`src/rtl/mem_arbiter.sv`:
```
// Arbitrates instruction fetch and the load/store buffer onto one byte-wide synchronous RAM port,
// serialising 1/2/4-byte little-endian accesses into per-byte RAM cycles.
module mem_arbiter #(
  parameter int         ROB_W = 4,
  parameter logic [1:0] IO_HI = 2'b11
) (
  input  logic             clk,
  input  logic             rst,
  input  logic             rdy,
  input  logic             jump_wrong,
  input  logic             io_buffer_full,
  input  logic             if_req_flag,
  input  logic [31:0]      if_req_addr,
  output logic             if_done_flag,
  output logic [31:0]      if_done_inst,
  input  logic             lsb_req_flag,
  input  logic             lsb_req_type,
  input  logic [1:0]       lsb_req_width,
  input  logic [31:0]      lsb_req_addr,
  input  logic [31:0]      lsb_req_data,
  input  logic [ROB_W-1:0] lsb_req_rob_id,
  output logic             lsb_done_flag,
  output logic [31:0]      lsb_done_data,
  output logic [ROB_W-1:0] lsb_done_rob_id,
  input  logic [7:0]       mem_din,
  output logic [7:0]       mem_dout,
  output logic [31:0]      mem_a,
  output logic             mem_wr
);
  // state  | meaning
  // IDLE   | waiting to accept a request (LSB has priority)
  // LSB_RD | LSB load, one byte address per cycle
  // LSB_WR | LSB store, one byte write per cycle
  // IF_RD  | instruction fetch, always 4 bytes
  // DONE   | one-cycle turnaround, requests ignored
  typedef enum logic [2:0] {IDLE, LSB_RD, LSB_WR, IF_RD, DONE} state_t;

  state_t           state_q, state_d;
  logic [2:0]       cnt_q, cnt_d, n_q, n_d;
  logic [31:0]      addr_q, addr_d, wdata_q, wdata_d, rdata_q, rdata_d;
  logic [ROB_W-1:0] tag_q, tag_d;
  logic [31:0]      mem_a_q, mem_a_d;
  logic [7:0]       mem_dout_q, mem_dout_d;
  logic             mem_wr_q, mem_wr_d;
  logic             if_done_q, if_done_d, lsb_done_q, lsb_done_d;
  logic [31:0]      if_inst_q, if_inst_d, lsb_data_q, lsb_data_d;
  logic [ROB_W-1:0] lsb_tag_q, lsb_tag_d;

  logic [2:0]  cnt_nx, req_n;
  logic [1:0]  cap_idx;
  logic [31:0] rd_merge;
  logic        io_stall;

  // The byte on mem_din belongs to the address issued two edges earlier, hence cnt-1.
  assign cnt_nx   = cnt_q + 3'd1;
  assign cap_idx  = cnt_q[1:0] - 2'd1;
  assign rd_merge = rdata_q | ({24'd0, mem_din} << {cap_idx, 3'b000});
  assign io_stall = io_buffer_full && (addr_q[17:16] == IO_HI);
  assign req_n    = (lsb_req_width == 2'b00) ? 3'd1 : (lsb_req_width == 2'b01) ? 3'd2 : 3'd4;

  always_comb begin
    state_d    = state_q;
    cnt_d      = cnt_q;
    n_d        = n_q;
    addr_d     = addr_q;
    wdata_d    = wdata_q;
    rdata_d    = rdata_q;
    tag_d      = tag_q;
    mem_a_d    = mem_a_q;
    mem_dout_d = mem_dout_q;
    mem_wr_d   = mem_wr_q;
    if_done_d  = 1'b0;
    lsb_done_d = 1'b0;
    if_inst_d  = if_inst_q;
    lsb_data_d = lsb_data_q;
    lsb_tag_d  = lsb_tag_q;
    case (state_q)
      IDLE: begin
        if (lsb_req_flag) begin
          addr_d  = lsb_req_addr;
          wdata_d = lsb_req_data;
          tag_d   = lsb_req_rob_id;
          n_d     = req_n;
          cnt_d   = 3'd0;
          rdata_d = 32'd0;
          mem_a_d = lsb_req_addr;
          if (lsb_req_type) begin
            state_d    = LSB_WR;
            mem_dout_d = lsb_req_data[7:0];
            mem_wr_d   = !(io_buffer_full && (lsb_req_addr[17:16] == IO_HI));
          end else begin
            state_d = LSB_RD;
          end
        end else if (if_req_flag && !jump_wrong) begin
          state_d = IF_RD;
          addr_d  = if_req_addr;
          n_d     = 3'd4;
          cnt_d   = 3'd0;
          rdata_d = 32'd0;
          mem_a_d = if_req_addr;
        end
      end
      LSB_RD, IF_RD: begin
        if (state_q == IF_RD && jump_wrong) begin
          state_d  = IDLE;
          mem_wr_d = 1'b0;
        end else begin
          cnt_d = cnt_nx;
          if (cnt_nx < n_q) mem_a_d = addr_q + 32'(cnt_nx);
          if (cnt_q != 3'd0) rdata_d = rd_merge;
          if (cnt_q == n_q) begin
            state_d = DONE;
            cnt_d   = 3'd0;
            if (state_q == IF_RD) begin
              if_done_d = 1'b1;
              if_inst_d = rd_merge;
            end else begin
              lsb_done_d = 1'b1;
              lsb_data_d = rd_merge;
              lsb_tag_d  = tag_q;
            end
          end
        end
      end
      LSB_WR: begin
        if (mem_wr_q) begin
          if (cnt_nx == n_q) begin
            state_d    = DONE;
            cnt_d      = 3'd0;
            mem_wr_d   = 1'b0;
            lsb_done_d = 1'b1;
            lsb_data_d = 32'd0;
            lsb_tag_d  = tag_q;
          end else begin
            cnt_d      = cnt_nx;
            mem_a_d    = addr_q + 32'(cnt_nx);
            mem_dout_d = wdata_q[{cnt_nx[1:0], 3'b000} +: 8];
            mem_wr_d   = !io_stall;
          end
        end else begin
          mem_wr_d = !io_stall;
        end
      end
      DONE:    state_d = IDLE;
      default: state_d = IDLE;
    endcase
  end

  always_ff @(posedge clk or negedge rst) begin
    if (!rst) begin
      state_q    <= IDLE;
      cnt_q      <= 3'd0;
      n_q        <= 3'd0;
      addr_q     <= 32'd0;
      wdata_q    <= 32'd0;
      rdata_q    <= 32'd0;
      tag_q      <= '0;
      mem_a_q    <= 32'd0;
      mem_dout_q <= 8'd0;
      mem_wr_q   <= 1'b0;
      if_done_q  <= 1'b0;
      if_inst_q  <= 32'd0;
      lsb_done_q <= 1'b0;
      lsb_data_q <= 32'd0;
      lsb_tag_q  <= '0;
    end else if (rdy) begin
      state_q    <= state_d;
      cnt_q      <= cnt_d;
      n_q        <= n_d;
      addr_q     <= addr_d;
      wdata_q    <= wdata_d;
      rdata_q    <= rdata_d;
      tag_q      <= tag_d;
      mem_a_q    <= mem_a_d;
      mem_dout_q <= mem_dout_d;
      mem_wr_q   <= mem_wr_d;
      if_done_q  <= if_done_d;
      if_inst_q  <= if_inst_d;
      lsb_done_q <= lsb_done_d;
      lsb_data_q <= lsb_data_d;
      lsb_tag_q  <= lsb_tag_d;
    end
  end

  assign mem_a           = mem_a_q;
  assign mem_dout        = mem_dout_q;
  assign mem_wr          = mem_wr_q;
  assign if_done_flag    = if_done_q;
  assign if_done_inst    = if_inst_q;
  assign lsb_done_flag   = lsb_done_q;
  assign lsb_done_data   = lsb_data_q;
  assign lsb_done_rob_id = lsb_tag_q;
endmodule

```
`config.mk`:
```
export PLATFORM = sky130hd
export DESIGN_NAME = mem_arbiter
export DESIGN_NICKNAME = d
export VERILOG_FILES = /design/src/rtl/mem_arbiter.sv
export SDC_FILE = /design/constraint.sdc
export NUM_CORES = 1
export LEC_CHECK = 0
export BUFFER_PORTS_ARGS = -buffer_cell sky130_fd_sc_hd__buf_2
export CORE_ASPECT_RATIO = 1.5
export CORE_MARGIN = 5
export CORE_UTILIZATION = 30
export DETAILED_ROUTE_END_ITERATION = 8
export HOLD_SLACK_MARGIN = 0.1
export PLACE_DENSITY = 0.52
export SLEW_MARGIN = 10
export SYNTH_ARGS = -nofsm -noshare
export SYNTH_HDL_FRONTEND = slang
export SYNTH_SLANG_ARGS = --single-unit
```
`constraint.sdc`:
```
create_clock -name clk -period 3.4 [get_ports clk]
set_input_delay 0.51 -clock clk [delete_from_list [all_inputs] [get_ports clk]]
set_output_delay 0.51 -clock clk [all_outputs]
set_load 0.005 [all_outputs]
```
# After elaboration in Yosys (flattened, before gate mapping)
# Index checks and enable logic that the tools add are counted.
op_classes:
  addsub: 3
  n_lt_le_gt_ge: 1
  eq_ne: 21
  shifts: 2
  muxes: 64
  n_bitwise: 2
  reduce_logical: 26
ops:
  columns: ["operator", "count"]
  rows:
  - ["$mux 32", 15]
  - ["$pmux 32 s2", 2]
  - ["$pmux 32 s3", 1]
  - ["$mux 3", 16]
  - ["$add 32x3->32", 1]
  - ["$mux 8", 4]
  - ["$or 32x32->32", 1]
  - ["$shiftx 32x6->8", 1]
  - ["$shl 8x5->32", 1]
  - ["$reduce_and 5->1", 5]
  - ["$ne 2x2->1 const B", 11]
  - ["$mux 4", 5]
  - ["$pmux 3 s3", 2]
  - ["$pmux 8 s2", 1]
  - ["$mux 1", 14]
  - ["$reduce_and 7->1", 2]
  - ["$pmux 4 s2", 1]
  - ["$reduce_bool 2->1", 4]
  - ["$eq 3x2->1 const B", 2]
  - ["$eq 3x3->1", 2]
  - ["$ne 3x3->1 const B", 2]
  - ["$reduce_and 3->1", 2]
  - ["$reduce_and 6->1", 1]
  - ["$reduce_bool 3->1", 2]
  - ["15 further kinds", 21]
totals:
  regBits: 220
  in_bits: 118
  wordCells: 134

# Logic depth before layout (Yosys ltp)
# Gate-level depths: netlist (run 1).
logic_depth:
  depth_word: 7
  mapped_depth: 14

# Worst setup path before layout (run 1)
# No wires, ideal clock.
synth_timing:
  path_kind: "register to register"
  from: "register cnt_q[0]"
  to: "register mem_a_q[24], in the netlist mem_a[24]"
  arrival_time_ps: 3018
  t_required_ps: 3279
  slack_ps: 261
  path_stages_with_launch: 13
  n_path_buf: 2
  path_cell_list: "dfrtp_1 -> buf_2 -> buf_2 -> inv_1 -> ha_1 -> inv_1 -> fa_1 -> nor2b_1 -> o2111ai_1 -> or3_4 -> xor2_1 -> nand2_1 -> a22o_1"
synth_between:
  elab_chain_len: 5
  word_cells_on_any_way: 12
  cone_classes: "add/sub (2); order compare (1); eq/ne (3); mux (5); reduce/logical (1)"
synth_lines:
  columns: ["item", "line", "rtl"]
  rows:
  - ["start, declared", "39", "logic [2:0] cnt_q, cnt_d, n_q, n_d;"]
  - ["start signal, assigned", "168", "cnt_q <= cnt_d;"]
  - ["$add 3x1->3 (*)", "55", "assign cnt_nx = cnt_q + 3'd1;"]
  - ["$add 32x3->32", "109, 136", null]
  - ["$mux 32, on equally long branches", "127, 109", null]
  - ["$mux 32, on equally long branches", "126, 104", null]
  - ["$pmux 32 s3", "77", "case (state_q)"]
  - ["end signal, assigned", "174", "mem_a_q <= mem_a_d;"]
  - ["end, declared", "42", "logic [31:0] mem_a_q, mem_a_d;"]
# Every way passes the cells marked *; elsewhere a longest branch is shown, timed or not. The select of a mux whose other input is x is not followed.
# A chain may end at the register's enable or synchronous reset.

# Final worst setup path (run 1)
layout_timing:
  from: "register cnt_q[0]"
  to: "register mem_a_q[1], in the netlist mem_a[1]"
# Same word-level chain as after synthesis.

==> results.yml, run 1 <==
status:
  outcome: "complete, no violations"
setup_path:
  path_max_fanout: 46
  critPathLaunchType: "register"
  critPathKind: "register to register"
  critical-path-slowest-cell: "or3_2"
  r2r-start: "cnt_q[0]$_DFFE_PN0P_"
  critPathRequiredTime_ns: 3.80
  reg2regPathDepth: 9
  critPathCaptureType: "register"
  slowest_delay_ns: 0.57
  cp.arrival_ns: 3.34
  rrSetupSlack_ns: 0.46
  crit_chain: "inv_1 -> ha_1 -> ha_1 -> nor2b_1 -> o21ai_0 -> a21oi_1 -> or3_2 -> buf_4 -> mux2_2"
  startpoint: "cnt_q[0]$_DFFE_PN0P_"
  cpMostUsedCell: "ha_1"
  reg2reg_to: "mem_a[1]$_DFFE_PN0P_"
routing:
  vias: 7930
  wl_um: 29400
  drt_iter0_markers: 342
  antenna_left: 0
  first_pass_iters: 4
  viasPerCell: 4.82
  dr_wl_met2_um: 15900
  drc: 0
  topRoutingLayerUsed: "met5"
  wl_met1_um: 11300
  met3_length_um: 1360
  wl_per_cell_um: 17.9
power_and_ir_drop:
  p_total_mw: 11.5
  ir_drop_uv: 368
  p_leak_nw: 6.05
  p_int_mw: 7.33
  p_seq_share_pct: 39.3
  netSwitchingFraction_pct: 36.2
  p_comb_share_pct: 35.8
  power_frac_clock_pct: 24.9
  p_switching_mw: 4.16
  p_per_area_nw_per_um2: 913
clocking:
  post-cts-setup-buffer-count: 0
  cts_buffer_depth: 3
  hold_buffers: 1
  cts_buffers: 24
  cts.sinks: 220
  clk_pin_slew_ns: 0.06
  worstSkewPairLatency_ns: 0.52
  htree_num_levels: 1
  root_buffer: "clkbuf_16"
  cts_tree: "built"
  post_cts_resized: 0
place:
  gp_congestion: 0.816
  place_area_sq_um: 11700
  portBuffers: 228
  place_hpwl_um: 21700
  dp_cells: 1602
  place_ws_ns: 0.472
sta:
  fin_crit_ns: 2.94
  slew_viol_final: 0
  rsz0062_at_grt: "false"
  worstMarginPinSlew_ns: 0.783
  setup_viol: 0
  slew-limit-headroom_pct: 47.8
  skew_ns: 0.0119
  setup_ws_ns: 0.461
  hold_viol_final: 0
  fmax_mhz: 340
  post-route-period-util_pct: 86.4
  whs_ns: 0.181
  tns_ns: 0
floorplan:
  coreArea_sq_um: 33300
  start_util_pct: 30.2
  die_w_um: 160
  row_count: 82
  die_h_um: 235
  io_pins: 229
  fp.dieArea_sq_um: 37500
final_layout:
  nNetsFinal: 1336
  regArea_sq_um: 5510
  final_util_pct: 37.8
  final_cells: 1646
  drive_gt1_share_pct: 29.7
  fin_area_sq_um: 12600
  nFillCells: 3379
  multi_input_area_sq_um: 4260
  areaGrowthSynthToFinish_pct: 24.9
logic_synthesis:
  ys_ff_latch: 220
  yosysSeqAreaShare_pct: 54.6
  syn_inst: 997
  ys_types: 54
  syn_area_per_cell_sq_um: 10.1
  synth_nets: 1124
  synth_warnings: 0
  async_flop_share_pct: 100
  dominantRegCellSynth: "dfrtp_1"
  synth_edf_count: 0
  synthesis.area_sq_um: 10100
job:
  drv_cap: 0
min_path:
  hp-class: "primary input to register"
  hold_end: "n_q[0]$_DFFE_PN0P_"
  hp-start: "lsb_req_width[1]"
  hold_depth: 2
global_routing:
  grt_max_degree: 94
  grt_usage_pct: 15.5
  overflow: 0
  grt_pass1_wl_um: 46500
  antenna_found_initial: 4
  first_global_vias: 8268
## power groups by stage
stage / Combinational (mW) / Clock (mW) / Sequential (mW)
detailed placement: 4.23 / 0 / 4.56
global route: 4.72 / 3.06 / 4.65
floorplan: 2.71 / 0 / 4.35
global placement: 4.15 / 0 / 4.55
CTS: 4.25 / 2.95 / 4.53
finish: 4.11 / 2.86 / 4.51
## synth_stat cells, types with 3 or more instances
master / n / area [sq um]
inv_1: 18 / 67.6
and3_1: 7 / 43.8
nand2_1: 150 / 563
xor2_1: 19 / 166
a21o_1: 8 / 60.1
a21oi_1: 108 / 541
mux2i_1: 32 / 320
and2_1: 3 / 18.8
nor4_1: 3 / 18.8
nand4_1: 7 / 43.8
dfrtp_1: 220 / 5510
a31oi_1: 12 / 75.1
buf_4: 4 / 30.0
ha_1: 8 / 100
mux4_2: 8 / 180
nor3_1: 6 / 30.0
clkbuf_1: 36 / 135
nor2_1: 89 / 334
nand2b_1: 4 / 25.0
buf_1: 19 / 71.3
nor3_2: 6 / 60.1
buf_2: 8 / 40.0
or3_1: 3 / 18.8
nand3_1: 11 / 55.1
o21ai_1: 11 / 55.1
mux2_2: 45 / 507
o21ai_0: 76 / 380
xnor2_1: 12 / 105
o31ai_1: 34 / 255
## critical path, delay by kind of cell (launching register included)
family / cells / cell delay (ns)
mux: 1 / 0.32
buf+inv: 2 / 0.48
simple gates: 2 / 0.71
compound gates: 2 / 0.22
fa+ha+maj: 2 / 0.65
flops: 1 / 0.40
## worst max-delay path by stage
stage	end	slack [ns]	depth (start not counted)
6_report	mem_a[1]$_DFFE_PN0P_	0.46	9
5_1_grt	mem_a[24]$_DFFE_PN0P_	0.26	10
4_1_cts	mem_a[1]$_DFFE_PN0P_	0.44	9
3_5_place_dp	mem_a[1]$_DFFE_PN0P_	0.47	9
3_3_place_gp	mem_a[1]$_DFFE_PN0P_	0.52	9
2_1_floorplan	mem_a[24]$_DFFE_PN0P_	0.26	12
## routing by layer
layer  up-vias  track usage (%)
li1       3896                -
met1      3804             17.8
met2       181             29.0
met3        47             2.79
met4         2             5.51
met5         -                0
## registers in the layout (all words and copies together) (netlist names)
name and cells:
state_q 3, lsb_done_data 32, n_q 3, lsb_done_flag 1
if_done_flag 1, if_done_inst 32, mem_a 32, mem_dout 8
cnt_q 3, addr_q 32, mem_wr 1, rdata_q 32
wdata_q 32, tag_q 4, lsb_done_rob_id 4
## layout by cell type, fill, tap and decap left out, types with 2 or more instances in the layout
master / n
nor3_2: 6
a21o_1: 8
o21ai_1: 10
buf_12: 2
nand2b_1: 3
nand3_1: 9
a31oi_1: 12
o21ai_0: 76
a21oi_1: 108
nor2b_1: 2
nor3_1: 6
mux2_2: 45
clkbuf_1: 4
o211ai_2: 2
ha_1: 8
xnor2_1: 12
and2_1: 3
clkbuf_16: 25
buf_4: 22
a211oi_1: 2
nand2_1: 150
nand4_1: 7
diode_2: 3
or2_2: 2
nor2_1: 89
buf_2: 227
clkbuf_8: 4
and4_1: 2
and3_1: 6
o31ai_1: 34
bufinv_16: 5
or3_1: 2
mux2i_1: 32
inv_1: 18
nor4_1: 3
mux4_2: 8
xor2_1: 19
nand3_2: 3
dfrtp_1: 220
## cell type report
class,instances,area share (%)
antenna,3,0.0596
clock buffer,33,5.53
clock inverter,7,1.30
inverter,18,0.537
multi-input combinational,692,33.8
sequential,220,43.7
tap,420,4.17
timing repair buffer,253,10.9
## cell families after synthesis
group           Yosys count  share of synthesized area [%]
fa+ha+maj                 9                           1.19
flops                   220                           54.6
buf+inv                  85                           3.41
xor+xnor                 31                           2.69
simple gates            304                           13.3
mux                      85                           9.99
compound gates          263                           14.8
(Power assumes the default switching activity.)
==> run 2, diff against run 1 <==
--- a/config.mk
+++ b/config.mk
@@ -11,7 +11,7 @@
 export CORE_UTILIZATION = 30
 export DETAILED_ROUTE_END_ITERATION = 8
 export HOLD_SLACK_MARGIN = 0.1
-export PLACE_DENSITY = 0.52
+export PLACE_DENSITY = 0.5
 export SLEW_MARGIN = 10
 export SYNTH_ARGS = -nofsm -noshare
 export SYNTH_HDL_FRONTEND = slang
==> constraint.sdc (replaced) <==
create_clock -name clk -period 3.5 [get_ports clk]
set_input_delay 0.525 -clock clk [delete_from_list [all_inputs] [get_ports clk]]
set_output_delay 0.525 -clock clk [all_outputs]
set_load 0.005 [all_outputs]
==> results.yml, run 2 (synthesis results as in run 1) <==
clocking:
  root_buffer: "clkbuf_16"
  cts_tree: "built"
  cts_buffers: 24
  cts.sinks: 220
  worstSkewPairLatency_ns: 0.53
  cts_buffer_depth: 3
  htree_num_levels: 1
  clk_pin_slew_ns: 0.07
place:
  place_area_sq_um: 11700
  gp_congestion: 0.841
  portBuffers: 228
  dp_cells: 1600
  place_hpwl_um: 21900
global_routing:
  first_global_vias: 8262
  overflow: 0
  grt_max_degree: 74
  grt_pass1_wl_um: 47500
  antenna_found_initial: 2
  grt_usage_pct: 16.0
floorplan:
  row_count: 82
  coreArea_sq_um: 33300
  io_pins: 229
  die_h_um: 235
  fp.dieArea_sq_um: 37500
  start_util_pct: 30.2
  die_w_um: 160
final_layout:
  final_cell_mix: "227 x buf_2, 220 x dfrtp_1, 150 x nand2_1, 108 x a21oi_1, 89 x nor2_1"
  fin_area_sq_um: 12500
  nFillCells: 3357
  areaGrowthSynthToFinish_pct: 24.1
  drive_gt1_share_pct: 29.9
  multi_input_area_sq_um: 4260
  nNetsFinal: 1334
  final_common_cell: "buf_2"
  regArea_sq_um: 5510
  final_cells: 1643
sta:
  hold_viol_final: 0
  fin_crit_ns: 3.09
  tns_ns: 0
  fmax_mhz: 324
  slew-limit-headroom_pct: 33.7
  setup_viol: 0
  worstMarginPinSlew_ns: 0.991
  slew_viol_final: 0
  skew_ns: 0.0204
  rsz0062_at_grt: "false"
  post-route-period-util_pct: 88.1
routing:
  wl_um: 30200
  first_pass_iters: 5
  drc: 0
  wl_per_cell_um: 18.4
  antenna_left: 0
  viasPerCell: 4.83
  drt_iter0_markers: 297
  vias: 7941
setup_path:
  cp_top_family: "adder cells"
  critPathCaptureType: "register"
  crit_chain: "inv_1 -> ha_1 -> inv_1 -> fa_1 -> nor2b_1 -> o2111ai_1 -> or3_4 -> xor2_1 -> nand2_1 -> a22o_1"
  cpMostUsedCell: "inv_1"
  cp.arrival_ns: 3.50
  critPathBufInv: 2
  critPathLaunchType: "register"
  path_max_fanout: 8
  critPathRequiredTime_ns: 3.92
  slowest_delay_ns: 0.50
  critical-path-slowest-cell: "ha_1"
  critPathKind: "register to register"
min_path:
  hp-class: "primary input to register"
job:
  drv_cap: 0
power_and_ir_drop:
  p_leak_nw: 6.02
  ir_drop_uv: 323
  p_per_area_nw_per_um2: 878
status:
  outcome: "complete, no violations"
## run 2: cell count changes in the layout (fill, tap and decap cells not counted), sizes merged
cell | previous run | this run
clkinv | 1 | 5
diode | 3 | 1
bufinv | 5 | 1
clkbuf | 33 | 32
buf | 252 | 250
clkinvlp | 0 | 2
## run 2: metal layers
layer  global-route usage (%)  share of wire, %  vias to the layer above
met3                     2.57               4.6                       49
li1                         -                 -                     3875
met2                     29.9                54                      193
met1                     18.3                39                     3824
met5                        0                 0                        -
met4                     5.89               3.2                        0
## run 2: final timing paths
| path | startpoint | endpoint | slack [ns] | cells past startpoint |
|---|---|---|---|---|
| setup / recovery | cnt_q[0]$_DFFE_PN0P_ | mem_a[24]$_DFFE_PN0P_ | 0.41 | 10 |
| hold / removal | lsb_req_width[0] | n_q[0]$_DFFE_PN0P_ | 0.20 | 2 |
| setup reg to reg | cnt_q[0]$_DFFE_PN0P_ | mem_a[24]$_DFFE_PN0P_ | 0.41 | 10 |
| hold reg to reg | lsb_done_data[13]$_DFFE_PN0P_ | lsb_done_data[13]$_DFFE_PN0P_ | 0.47 | 2 |
| max in group asynchronous | rst | if_done_inst[27]$_DFFE_PN0P_ | 2.02 | 3 |
| min in group asynchronous | rst | addr_q[14]$_DFFE_PN0P_ | 0.56 | 2 |
## run 2: worst reg2reg max path: cells and delay by family (launching register included)
kind                     cells  cell delay, ns
adder cells (fa/ha/maj)      2            0.96
flip-flops                   1            0.35
AO/OA/AOI/OAI                2            0.53
buffers and inverters        2            0.32
AND/OR/NAND/NOR              3            0.70
XOR/XNOR                     1            0.13
## run 2: repair_timing
action	CTS	global route
hold buffers	1	0
resized for setup	0	0
setup buffers	0	0
endpoints found under the setup margin	0	0
hold endpoints to repair	69	0
## run 2: metrics by stage
| step | hold WS, ns | util, % | total power [mW] | setup slack (ns) |
|---|---|---|---|---|
| after floorplan | 0.229 | - | 6.87 | 0.361 |
| after global placement | 0.455 | 35.1 | 8.46 | 0.472 |
| after detailed placement | 0.462 | 35.1 | 8.54 | 0.395 |
| after CTS | 0.165 | 37.5 | 11.2 | 0.387 |
| after global routing | 0.187 | 37.5 | 11.9 | 0.0322 |
| final | 0.200 | 37.5 | 11.0 | 0.415 |
## run 2: power by group
part | total [mW] | switching (mW) | internal, mW
Combinational | 3.99 | 2.25 | 1.73
Sequential | 4.40 | 0.792 | 3.61
Clock | 2.59 | 1.07 | 1.52
## run 2: cell type report
cell class              instances  share of cell area, %
clock buffers                  32                   5.77
diodes                          1                 0.0200
well taps                     420                   4.20
clock inverters                 9                  0.650
flip-flops and latches        220                   44.0
inverters                      18                  0.540
repair buffers                251                   10.8
multi-input cells             692                   34.0
